$ cat src/rtl/mem_port_arbiter.sv
// Two-master arbiter for the unified RAM port: video-priority with a bounded streak,
// and a {valid, owner} tag pipeline that routes read data back after RD_LATENCY cycles.
module mem_port_arbiter #(
    parameter int unsigned AW             = 32,
    parameter int unsigned RD_LATENCY     = 1,
    parameter int unsigned MAX_VID_STREAK = 4
) (
    input  logic          clk,
    input  logic          reset,

    input  logic          cpu_req,
    input  logic          cpu_we,
    input  logic [AW-1:0] cpu_adr,
    input  logic [31:0]   cpu_wdata,
    input  logic [3:0]    cpu_be,
    output logic          cpu_gnt,
    output logic          cpu_rvalid,
    output logic [31:0]   cpu_rdata,

    input  logic          vid_req,
    input  logic [AW-1:0] vid_adr,
    output logic          vid_gnt,
    output logic          vid_rvalid,
    output logic [31:0]   vid_rdata,

    output logic [AW-1:0] mem_adr,
    output logic [31:0]   mem_wdata,
    output logic          mem_we,
    output logic [3:0]    mem_be,
    input  logic [31:0]   mem_rdata
);

    if (RD_LATENCY < 1 || RD_LATENCY > 4) begin : g_bad_latency
        $error("mem_port_arbiter: RD_LATENCY must be in 1..4");
    end
    if (MAX_VID_STREAK < 1 || MAX_VID_STREAK > 15) begin : g_bad_streak
        $error("mem_port_arbiter: MAX_VID_STREAK must be in 1..15");
    end

    localparam logic [3:0] StreakMax = 4'(MAX_VID_STREAK);

    typedef enum logic {
        OwnCpu = 1'b0,
        OwnVid = 1'b1
    } owner_e;

    logic [3:0]            streak_q, streak_d;
    logic [RD_LATENCY-1:0] tag_valid_q;
    owner_e                tag_owner_q [RD_LATENCY];

    logic   cpu_sel;
    logic   vid_sel;
    logic   push_valid;
    owner_e push_owner;
    logic   ret_valid;
    owner_e ret_owner;

    // Grants are held low during reset so nothing reaches the memory port.
    always_comb begin
        cpu_sel = 1'b0;
        vid_sel = 1'b0;
        if (!reset) begin
            if (vid_req && !(cpu_req && (streak_q == StreakMax))) begin
                vid_sel = 1'b1;
            end else if (cpu_req) begin
                cpu_sel = 1'b1;
            end
        end
    end

    always_comb begin
        cpu_gnt   = cpu_sel;
        vid_gnt   = vid_sel;
        mem_adr   = '0;
        mem_we    = 1'b0;
        mem_be    = 4'b0000;
        mem_wdata = 32'h0;
        if (cpu_sel) begin
            mem_adr   = cpu_adr;
            mem_we    = cpu_we;
            mem_be    = cpu_be;
            mem_wdata = cpu_wdata;
        end else if (vid_sel) begin
            mem_adr   = vid_adr;
            mem_be    = 4'b1111;
        end
    end

    always_comb begin
        streak_d = streak_q;
        if (vid_sel && cpu_req) begin
            if (streak_q != StreakMax) begin
                streak_d = streak_q + 4'd1;
            end
        end else if (cpu_sel || !cpu_req) begin
            streak_d = 4'd0;
        end
    end

    always_comb begin
        push_valid = vid_sel || (cpu_sel && !cpu_we);
        push_owner = vid_sel ? OwnVid : OwnCpu;
    end

    always_ff @(posedge clk or posedge reset) begin
        if (reset) begin
            streak_q    <= 4'd0;
            tag_valid_q <= '0;
            for (int unsigned i = 0; i < RD_LATENCY; i++) begin
                tag_owner_q[i] <= OwnCpu;
            end
        end else begin
            streak_q       <= streak_d;
            tag_valid_q[0] <= push_valid;
            tag_owner_q[0] <= push_owner;
            for (int unsigned i = 1; i < RD_LATENCY; i++) begin
                tag_valid_q[i] <= tag_valid_q[i-1];
                tag_owner_q[i] <= tag_owner_q[i-1];
            end
        end
    end

    always_comb begin
        ret_valid  = tag_valid_q[RD_LATENCY-1];
        ret_owner  = tag_owner_q[RD_LATENCY-1];
        cpu_rvalid = ret_valid && (ret_owner == OwnCpu);
        vid_rvalid = ret_valid && (ret_owner == OwnVid);
        cpu_rdata  = cpu_rvalid ? mem_rdata : 32'h0;
        vid_rdata  = vid_rvalid ? mem_rdata : 32'h0;
    end

endmodule

$ cat config.mk
export PLATFORM = sky130hd
export DESIGN_NAME = mem_port_arbiter
export DESIGN_NICKNAME = d
export VERILOG_FILES = /design/src/rtl/mem_port_arbiter.sv
export SDC_FILE = /design/constraint.sdc
export NUM_CORES = 1
export LEC_CHECK = 0
export ABC_AREA = 1
export BUFFER_PORTS_ARGS = -buffer_cell sky130_fd_sc_hd__buf_2
export CAP_MARGIN = 20
export CORE_AREA = 2 2 106 108
export DETAILED_ROUTE_END_ITERATION = 16
export DIE_AREA = 0 0 108 110
export PLACE_DENSITY_LB_ADDON = 0.3
export SYNTH_ARGS = -nofsm -noshare
export SYNTH_HDL_FRONTEND = slang
export SYNTH_SLANG_ARGS = --single-unit
export TNS_END_PERCENT = 5
$ cat constraint.sdc
create_clock -name clk -period 1.8 [get_ports clk]
set_input_delay 0.27 -clock clk [delete_from_list [all_inputs] [get_ports clk]]
set_output_delay 0.27 -clock clk [all_outputs]
set_load 0.05 [all_outputs]
==> results of run 1 <==
## state kept, by name, summed over array words and instances (netlist names)
signal,count
ret_owner,1
ret_valid,1
streak_q,4
## worst max-delay path by stage
stage	cells after the start	end	slack, ns
6_report	9	mem_wdata[12]	-0.11
3_5_place_dp	9	mem_wdata[15]	-0.03
4_1_cts	9	mem_wdata[9]	-0.10
3_3_place_gp	9	mem_wdata[30]	0.02
2_1_floorplan	9	mem_wdata[11]	-0.23
5_1_grt	9	mem_wdata[5]	-0.18
## timing repair
action | in CTS | in global routing
hold buffers | 0 | 0
resized for setup | 152 | 66
setup endpoints to repair | 71 | 71
gates cloned | 4 | 3
pin swaps | 7 | 7
## stage by stage
step	power, mW	utilization (%)	cell area (µm²)	instances
floorplan	0.856	-	1780	339
global placement	1.22	32.9	3520	743
detailed placement	1.22	32.9	3520	743
CTS	1.56	38.3	4100	750
global route	1.69	40.8	4370	753
finish	1.61	40.8	4370	753
## routing by layer
metal  GRT usage (%)  up-vias
met3            1.82        8
met1            16.4     1474
met2            31.9      178
li1                -     1583
met4            1.83        0
met5               0        -
## cells in the final DEF (no fill, tap or decap), types with 3 or more instances in the layout
cell type  count
buf_12        14
buf_2        193
buf_4         13
buf_6         64
buf_8          7
clkbuf_8       3
dfrtp_1        6
inv_1         72
inv_2          4
nand2_1       44
nand2_4        3
nand2_8        7
nand3_1       33
nand4_1       33
nor2_1        38
nor2_2        34
nor2_4        32
o21bai_1       4
## worst max-delay path, delay by kind of cell, from the launching register on
family	cells	cell delay [ns]
buffers and inverters	3	0.30
and+or+nand+nor	5	0.59
DFF	1	0.38
adders and majority gates	1	0.14
## cell type report
| class | instances | area, µm² |
|---|---|---|
| well taps | 140 | 175 |
| repair buffers | 291 | 2170 |
| flip-flops and latches | 6 | 150 |
| multi-input cells | 235 | 1540 |
| clock buffers | 3 | 41.3 |
| inverters | 78 | 295 |
| fillers | 1081 | 6330 |
## power groups by stage
stage	registers, mW	clock network, mW	logic [mW]
CTS	0.144	0.208	1.21
finish	0.144	0.199	1.27
global route	0.144	0.217	1.33
floorplan	0.146	0	0.711
detailed placement	0.145	0	1.08
global placement	0.145	0	1.07
## logic make-up after synthesis
| family | share of synthesized area [%] |
|---|---|
| compound gates | 1.84 |
| simple gates | 60.9 |
| fa+ha+maj | 1.53 |
| flops | 9.21 |
| xor+xnor | 0.537 |
| buf+inv | 26.0 |
==> impl_metrics.py, run 1 <==
metrics = {
    "worst_setup_path": {
        "crit_path_max_incr_delay_ns": 0.38,
        "path_cells": "inv_2, ha_4, nand2_4, inv_4, nand2_8, nand2_8, nand2_8, nor2_4, buf_8",
        "rr_worst_depth": 8,
        "path_common_cell": "nand2_8",
        "timing.critical_path.from_type": "register",
        "cp.arrival_ns": 1.64,
        "reg2reg_to": "streak_q[3]$_DFFE_PP0P_",
        "r2r_slack_ns": 0.43,
        "startpoint": "streak_q[0]$_DFFE_PP0P_",
        "crit_slowest_cell": "dfrtp_1",
        "crit_path_end_kind": "output port",
        "r2r_start": "streak_q[0]$_DFFE_PP0P_",
        "worstSetupPathType": "reg2out",
        "required_ns": 1.53,
        "cp_max_fo": 8,
    },
    "global_routing": {
        "track_usage_pct": 15.2,
        "grt_pass1_wl_mm": 14.3,
        "grt_pass1_vias": 2916,
        "antenna_found_initial": 0,
        "grt_max_degree": 34,
        "overflow": 0,
    },
    "drt": {
        "dr.pass1.iters": 4,
        "post_drt_wl_per_cell_um": 14.2,
        "wl_met1_mm": 3.84,
        "wirelength_mm": 10.7,
        "dr_wl_met2_mm": 6.03,
        "via_count": 3243,
        "top_layer_used": "met4",
        "vias_per_cell": 4.31,
        "detail-route-antenna-nets": 0,
        "route.met3.wl_um": 780,
        "drtIter0Drc": 140,
        "route.detailed.drc": 0,
    },
    "status": {
        "violations": "setup timing",
        "run_status": "finished with violations",
    },
    "die": {
        "die_w_um": 108,
        "fp-row-count": 38,
        "io_pins": 274,
        "die_area_mm2": 0.0119,
        "core_mm2": 0.0107,
        "die_h_um": 110,
        "start_util_pct": 15.2,
    },
    "synthesis": {
        "synth_edf_count": 0,
        "synth_seq_area_share_pct": 9.21,
        "synth_top_area_share_pct": 23.5,
        "synth_most_common_cell": "nor2_1",
        "synth_ff_type": "dfrtp_1",
        "ys_types": 19,
        "synthArstFlopShare_pct": 100,
        "syn_avg_cell_area_um2": 4.81,
        "yosys_register_bits": 6,
        "synth.cell_area_mm2": 0.00163,
        "synthTopCellsByCount": "nor2_1 (102), inv_1 (76), nand2_1 (47), nand3_1 (35), nand4_1 (33)",
        "synth_nets": 478,
        "synthCells": 339,
        "post_synth_main_area_contributors": "nor2_1 (23%), inv_1 (17%), nand4_1 (13%)",
        "synth_top_cell_by_area": "nor2_1",
        "synth-warning-count": 0,
    },
    "pwr": {
        "clock_power_share_pct": 12.4,
        "p_per_area_mw_per_mm2": 369,
        "p_leak_nw": 2.58,
        "p_switching_mw": 0.905,
        "p_int_mw": 0.705,
        "combPwrFrac_pct": 78.7,
        "ir_worst_vdd_mv": 0.244,
        "seqPwrFrac_pct": 8.9,
        "swShare_pct": 56.2,
    },
    "clock_tree": {
        "clock_sinks": 6,
        "cts-buffers-inserted": 3,
        "htree_levels": 1,
        "clk_pin_slew_ns": 0.04,
        "cts_tree": "built",
        "cts_buffer_depth": 2,
        "clk_latency_ns": 0.22,
        "cts_root_buf": "clkbuf_8",
        "postCtsSetupRepairBufs": 0,
    },
    "place": {
        "dpl.hpwl_mm": 8.07,
        "pre_cts_ws_ns": -0.0276,
        "numPortBuffers": 273,
        "place_congestion": 0.730,
    },
    "timing": {
        "fin_crit_sh_pct": 106,
        "hold_slack_ns": 0.143,
        "fin_crit_ns": 1.91,
        "timing_hold_violations_final": 0,
        "layout_setup_ws_ns": -0.114,
        "finalMaxSlewViolations": 0,
        "max_freq_mhz": 523,
        "finalSetupTns_ns": -3.39,
        "setup_violations": 66,
        "grt_setup_unrepaired": "yes",
        "fin_skew_ns": 0.00161,
        "max_slew.worst_pin.slew_ns": 0.373,
        "slew-limit-headroom_pct": 75.1,
    },
    "worst_hold_path": {
        "hold_path.class": "in2async",
    },
    "layout": {
        "area_delta_synth_final_pct": 168,
        "diodes": 0,
        "drive_gt1_share_pct": 62.0,
        "nets": 754,
    },
    "run": {
        "maxCapViolCount": 0,
    },
}
Note: power is estimated with default switching activity, not from simulation.
==> inputs of run 2 (changes only) <==
--- a/config.mk
+++ b/config.mk
@@ -8,10 +8,13 @@
 export ABC_AREA = 1
 export BUFFER_PORTS_ARGS = -buffer_cell sky130_fd_sc_hd__buf_2
 export CAP_MARGIN = 20
-export CORE_AREA = 2 2 106 108
+export CELL_PAD_IN_SITES_DETAIL_PLACEMENT = 0
+export CELL_PAD_IN_SITES_GLOBAL_PLACEMENT = 1
+export CORE_MARGIN = 2
+export CORE_UTILIZATION = 14
 export DETAILED_ROUTE_END_ITERATION = 16
-export DIE_AREA = 0 0 108 110
 export PLACE_DENSITY_LB_ADDON = 0.3
+export RECOVER_POWER = 100
 export SYNTH_ARGS = -nofsm -noshare
 export SYNTH_HDL_FRONTEND = slang
 export SYNTH_SLANG_ARGS = --single-unit
==> run 2 against run 1 <==
  * The run still ends with setup timing left
  * Maximum frequency decreased by 1.5%
  * Clock power is 83% higher
  * Largest power group unchanged
  * Routed wire length shrank 7.3%
  * Critical path depth stayed put
  * Worst hold slack improved by 0.12 ns
  * Via count fell by 3.5%
  * Global-route usage decreased by 0.69 points
  * Critical path type unchanged
  * Sequential share of layout area grew 0.18 points
  * Highest routed layer unchanged
==> impl_metrics.py, run 2 (synthesis results as in run 1) <==
metrics = {
    "status": {
        "run_status": "finished with violations",
        "violations": "setup timing",
    },
    "timing": {
        "timing_hold_violations_final": 0,
        "finalMaxSlewViolations": 0,
        "grt_setup_unrepaired": "yes",
        "layout_setup_ws_ns": -0.142,
        "fin_skew_ns": 0.00176,
        "max_freq_mhz": 515,
        "fin_crit_ns": 1.94,
        "max_slew.worst_pin.slew_ns": 0.456,
        "fin_crit_sh_pct": 108,
        "setup_violations": 71,
        "hold_slack_ns": 0.267,
        "slew-limit-headroom_pct": 69.6,
    },
    "drt": {
        "via_count": 3129,
        "dr.pass1.iters": 4,
        "route.detailed.drc": 0,
        "post_drt_wl_per_cell_um": 13.2,
        "drtIter0Drc": 58,
        "detail-route-antenna-nets": 0,
        "vias_per_cell": 4.16,
        "wirelength_mm": 9.94,
    },
    "worst_setup_path": {
        "crit_end": "mem_wdata[11]",
        "rr_worst_depth": 9,
        "cp_max_fo": 17,
        "r2r_start": "streak_q[1]$_DFFE_PP0P_",
        "worstSetupPathType": "reg2out",
        "cp.arrival_ns": 1.67,
        "r2r_slack_ns": 0.32,
        "required_ns": 1.53,
        "reg2reg_to": "streak_q[0]$_DFFE_PP0P_",
        "startpoint": "streak_q[0]$_DFFE_PP0P_",
        "timing.critical_path.from_type": "register",
        "crit_path_end_kind": "output port",
    },
    "die": {
        "core_mm2": 0.0114,
        "die_w_um": 112,
        "die_area_mm2": 0.0125,
        "fp-row-count": 39,
        "io_pins": 274,
        "start_util_pct": 14.3,
        "die_h_um": 112,
    },
    "layout": {
        "top_register": "streak_q",
        "multiInputGateArea_mm2": 0.00134,
        "diodes": 0,
        "drive_gt1_share_pct": 59.0,
        "final_cell_mix": "buf_2 (200), inv_1 (72), buf_6 (59)",
        "largest_reg_flops": 4,
        "final_common_cell": "buf_2",
        "regArea_um2": 150,
        "nets": 751,
        "area_delta_synth_final_pct": 154,
        "num-fill-cells": 1228,
    },
    "global_routing": {
        "antenna_found_initial": 0,
        "grt_pass1_vias": 2962,
        "overflow": 0,
        "grt_max_degree": 34,
        "track_usage_pct": 14.5,
        "grt_pass1_wl_mm": 14.9,
    },
    "clock_tree": {
        "cts_buffer_depth": 2,
        "clk_latency_ns": 0.23,
        "cts-buffers-inserted": 3,
        "clock_sinks": 6,
        "htree_levels": 1,
        "cts_tree": "built",
        "cts_root_buf": "clkbuf_16",
        "clk_pin_slew_ns": 0.03,
    },
    "place": {
        "place_congestion": 0.875,
        "dpl.hpwl_mm": 7.88,
        "numPortBuffers": 273,
    },
    "pwr": {
        "ir_worst_vdd_mv": 0.270,
        "p_switching_mw": 0.885,
        "seqPwrFrac_pct": 8.4,
        "finalPower_mw": 1.71,
        "swShare_pct": 51.7,
        "p_int_mw": 0.826,
        "p_per_area_mw_per_mm2": 413,
        "combPwrFrac_pct": 70.3,
        "clock_power_share_pct": 21.3,
        "p_leak_nw": 2.57,
    },
    "worst_hold_path": {
        "hold_path.class": "in2async",
    },
    "run": {
        "maxCapViolCount": 0,
    },
}
run 2: cell types whose count changed in the layout (fill, tap and decap cells not counted), sizes merged:
cell	change
dlygate4sd3	+1
clkbuf	+4
buf	-3
nand2	-5
run 2: how the worst min path moves through the flow:
stage	start	end	slack [ns]	depth (start not counted)
CTS	reset	streak_q[2]$_DFFE_PP0P_	0.15	3
global placement	reset	streak_q[0]$_DFFE_PP0P_	0.20	2
global route	reset	streak_q[2]$_DFFE_PP0P_	0.32	3
floorplan	reset	ret_owner$_DFF_PP0_	0.33	2
finish	reset	streak_q[2]$_DFFE_PP0P_	0.27	3
detailed placement	reset	streak_q[1]$_DFFE_PP0P_	0.21	2
run 2: layout make-up:
| cell class | count | area share, % |
|---|---|---|
| clock buffer | 3 | 1.81 |
| multi-input combinational | 230 | 32.3 |
| inverter | 78 | 7.13 |
| sequential | 6 | 3.62 |
| timing repair buffer | 293 | 50.8 |
| tap | 143 | 4.32 |
run 2: worst max-delay path, stage by stage, from the launching register on:
cell,delay [ns]
dfrtp_1,0.38
inv_2,0.08
ha_4,0.13
nand2_2,0.05
inv_2,0.06
nand2_4,0.09
nand2_8,0.15
nand2_8,0.13
nor2_1,0.18
buf_6,0.18
run 2: per-stage QoR:
stage	util [%]	cells	TNS (ns)	worst slack, ns	area (µm²)
finish	36.4	753	-7.41	-0.142	4140
global route	36.4	753	-13.98	-0.240	4140
CTS	35.0	750	-6.38	-0.116	3980
detailed placement	29.9	745	-0.00988	-0.00582	3390
global placement	29.9	745	0	0.0156	3390
floorplan	-	339	-11.62	-0.226	1780
run 2: routing by layer:
layer	GRT usage [%]	routed length, µm	up-vias
li1	-	-	1570
met1	16.5	3630	1376
met2	27.8	5400	169
met3	2.40	758	14
met4	3.62	155	0
met5	0	0	-
run 2: power groups by stage:
stage | logic (mW) | clock network (mW) | registers [mW]
5_1_grt | 1.27 | 0.380 | 0.144
3_3_place_gp | 1.06 | 0 | 0.145
2_1_floorplan | 0.711 | 0 | 0.146
3_5_place_dp | 1.06 | 0 | 0.145
6_report | 1.20 | 0.364 | 0.144
4_1_cts | 1.18 | 0.369 | 0.143
run 2: what timing repair did:
item,in CTS,in global routing
gates resized for setup,153,31
hold buffers,1,0
setup endpoints to repair,78,71
endpoints found under the hold margin,2,0
pin swaps,1,4
buffers inserted,0,1
cloned,1,2
==> inputs of run 3 (changes only) <==
--- a/config.mk
+++ b/config.mk
@@ -5,16 +5,18 @@
 export SDC_FILE = /design/constraint.sdc
 export NUM_CORES = 1
 export LEC_CHECK = 0
-export ABC_AREA = 1
+export ABC_AREA = 0
 export BUFFER_PORTS_ARGS = -buffer_cell sky130_fd_sc_hd__buf_2
 export CAP_MARGIN = 20
 export CELL_PAD_IN_SITES_DETAIL_PLACEMENT = 0
 export CELL_PAD_IN_SITES_GLOBAL_PLACEMENT = 1
-export CORE_MARGIN = 2
-export CORE_UTILIZATION = 14
+export CORE_AREA = 2 2 106 108
 export DETAILED_ROUTE_END_ITERATION = 16
+export DIE_AREA = 0 0 108 110
 export PLACE_DENSITY_LB_ADDON = 0.3
 export RECOVER_POWER = 100
+export REMOVE_ABC_BUFFERS = 1
+export SLEW_MARGIN = 15
 export SYNTH_ARGS = -nofsm -noshare
 export SYNTH_HDL_FRONTEND = slang
 export SYNTH_SLANG_ARGS = --single-unit
==> run 3 against run 2 <==
  * The flow still finishes with violations (setup timing)
  * Critical path depth decreased by 1
  * Die area decreased by 5.1%
  * Clock power down 46%
  * Global-route usage fell by 1.1 points
  * Design area fell by 12%
  * Total power down 15%
  * Worst setup slack worse by 0.036 ns
  * Critical path type unchanged
==> impl_metrics.py, run 3 <==
metrics = {
    "worst_setup_path": {
        "required_ns": 1.53,
        "crit_path_end_kind": "output port",
        "cp.arrival_ns": 1.71,
        "worstSetupPathType": "reg2out",
        "r2r_start": "streak_q[1]$_DFFE_PP0P_",
        "cp_max_fo": 16,
        "startpoint": "streak_q[1]$_DFFE_PP0P_",
        "timing.critical_path.from_type": "register",
    },
    "place": {
        "placed_area_mm2": 0.00295,
        "dpl.hpwl_mm": 7.40,
        "place_congestion": 0.839,
        "pre_cts_ws_ns": -0.120,
        "dp_cells": 590,
        "numPortBuffers": 273,
    },
    "synthesis": {
        "synth_top_cell_by_area": "and2_1",
        "yosys_register_bits": 6,
        "syn_avg_cell_area_um2": 7.37,
        "synth_seq_area_share_pct": 10.9,
        "post_synth_main_area_contributors": "and2_1 (30%), a22o_1 (20%), and3_1 (15%)",
        "synthTopCellsByCount": "and2_1 (66), a22o_1 (32), and3_1 (32), clkbuf_1 (8)",
        "synth_top_area_share_pct": 29.9,
        "synth_edf_count": 0,
        "synth_most_common_cell": "and2_1",
        "synthCells": 187,
        "synthArstFlopShare_pct": 100,
        "synth.cell_area_mm2": 0.00138,
        "synth_ff_type": "dfrtp_1",
        "synth-warning-count": 0,
        "ys_types": 25,
    },
    "drt": {
        "post_drt_wl_per_cell_um": 16.0,
        "dr.pass1.iters": 4,
        "route.detailed.drc": 0,
        "wirelength_mm": 9.59,
        "drtIter0Drc": 146,
        "via_count": 2544,
        "detail-route-antenna-nets": 0,
        "vias_per_cell": 4.25,
    },
    "clock_tree": {
        "clk_latency_ns": 0.22,
        "htree_levels": 1,
        "cts_tree": "built",
        "cts-buffers-inserted": 3,
        "clk_pin_slew_ns": 0.03,
        "cts_buffer_depth": 2,
        "ctsHoldBuffers": 0,
        "clock_sinks": 6,
        "cts_root_buf": "clkbuf_8",
    },
    "worst_hold_path": {
        "hold_path.class": "in2async",
    },
    "die": {
        "die_w_um": 108,
        "core_mm2": 0.0107,
        "die_area_mm2": 0.0119,
        "start_util_pct": 12.9,
        "fp-row-count": 38,
        "die_h_um": 110,
        "io_pins": 274,
    },
    "status": {
        "run_status": "finished with violations",
        "violations": "setup timing",
    },
    "layout": {
        "nets": 600,
        "drive_gt1_share_pct": 68.4,
        "largest_reg_flops": 4,
        "final_cells": 599,
        "fin_area_mm2": 0.00366,
        "final_common_cell": "buf_2",
        "diodes": 0,
        "top_register": "streak_q",
        "area_delta_synth_final_pct": 165,
        "final_cell_mix": "buf_2 (196), buf_6 (53), and2_1 (47)",
        "final_util_pct": 34.2,
    },
    "global_routing": {
        "grt_pass1_wl_mm": 12.3,
        "grt_max_degree": 40,
        "track_usage_pct": 13.4,
        "antenna_found_initial": 0,
        "grt_pass1_vias": 2262,
        "overflow": 0,
    },
    "timing": {
        "finalSetupTns_ns": -9.87,
        "layout_setup_ws_ns": -0.178,
        "fin_skew_ns": 0.00207,
        "fin_crit_sh_pct": 110,
        "slew-limit-headroom_pct": 71.2,
        "max_freq_mhz": 506,
        "setup_violations": 70,
        "finalMaxSlewViolations": 0,
        "timing_hold_violations_final": 0,
        "grt_setup_unrepaired": "yes",
        "max_slew.worst_pin.slew_ns": 0.432,
        "hold_slack_ns": 0.148,
        "fin_crit_ns": 1.98,
    },
    "pwr": {
        "ir_worst_vdd_mv": 0.202,
        "p_leak_nw": 2.18,
        "finalPower_mw": 1.45,
        "p_per_area_mw_per_mm2": 396,
    },
    "run": {
        "maxCapViolCount": 0,
    },
}
run 3: changes by cell type after synthesis, moves of 32 or more:
cell,before,now
a22o_1,0,32
and2_1,0,66
and3_1,0,32
inv_1,76,5
nand2_1,47,0
nand4_1,33,1
nor2_1,102,1
run 3: worst max-delay path: stages (launching register included):
cell,delay [ns]
dfrtp_1,0.37
inv_2,0.08
ha_4,0.14
nand3b_4,0.09
a21oi_4,0.15
buf_6,0.16
clkbuf_16,0.18
a22o_1,0.16
buf_6,0.16
run 3: cells by family (layout without fill, tap and decap cells):
family	Yosys count	after routing	synth area share, %
AO/OA/AOI/OAI	43	43	26.2
XOR/XNOR	1	1	0.635
adder cells (fa/ha/maj)	2	2	1.81
buffers and inverters	26	298	10.6
flip-flops	6	6	10.9
AND/OR/NAND/NOR	109	109	49.8
run 3: worst paths after layout:
kind | slack, ns | cells past startpoint | to
worst min-delay path | 0.15 | 3 | streak_q[2]$_DFFE_PP0P_
worst max-delay path | -0.18 | 8 | mem_adr[7]
worst max register to register | 0.45 | 6 | ret_valid$_DFF_PP0_
max in group asynchronous | 1.45 | 3 | streak_q[1]$_DFFE_PP0P_
worst min register to register | 0.56 | 2 | streak_q[3]$_DFFE_PP0P_
min in group clk | 0.24 | 2 | ret_valid$_DFF_PP0_
run 3: repair_timing:
item	CTS	global route
setup buffers	2	0
pin swaps	25	26
endpoints found under the hold margin	0	0
cloned	2	2
setup endpoints to repair	97	71
resized for setup	154	27
run 3: area by class of cell:
cell class	count	area [µm²]
Inverter	6	22.5
Clock buffer	3	41.3
Fill cell	1125	7040
Tap cell	140	175
Sequential cell	6	150
Multi-Input combinational cell	155	1150
Timing Repair Buffer	289	2120
run 3: where the power goes:
part	switching, mW	internal, mW	total (mW)
Combinational	0.700	0.412	1.11
Clock	0.0527	0.143	0.196
Sequential	0.00203	0.140	0.142
Total	0.755	0.695	1.45
run 3: layer usage:
metal / up-vias / track usage (%) / wire [µm]
li1: 1203 / - / -
met1: 1141 / 13.7 / 3150
met2: 188 / 27.3 / 5250
met3: 12 / 3.41 / 1010
met4: 0 / 2.56 / 177
met5: - / 0 / 0
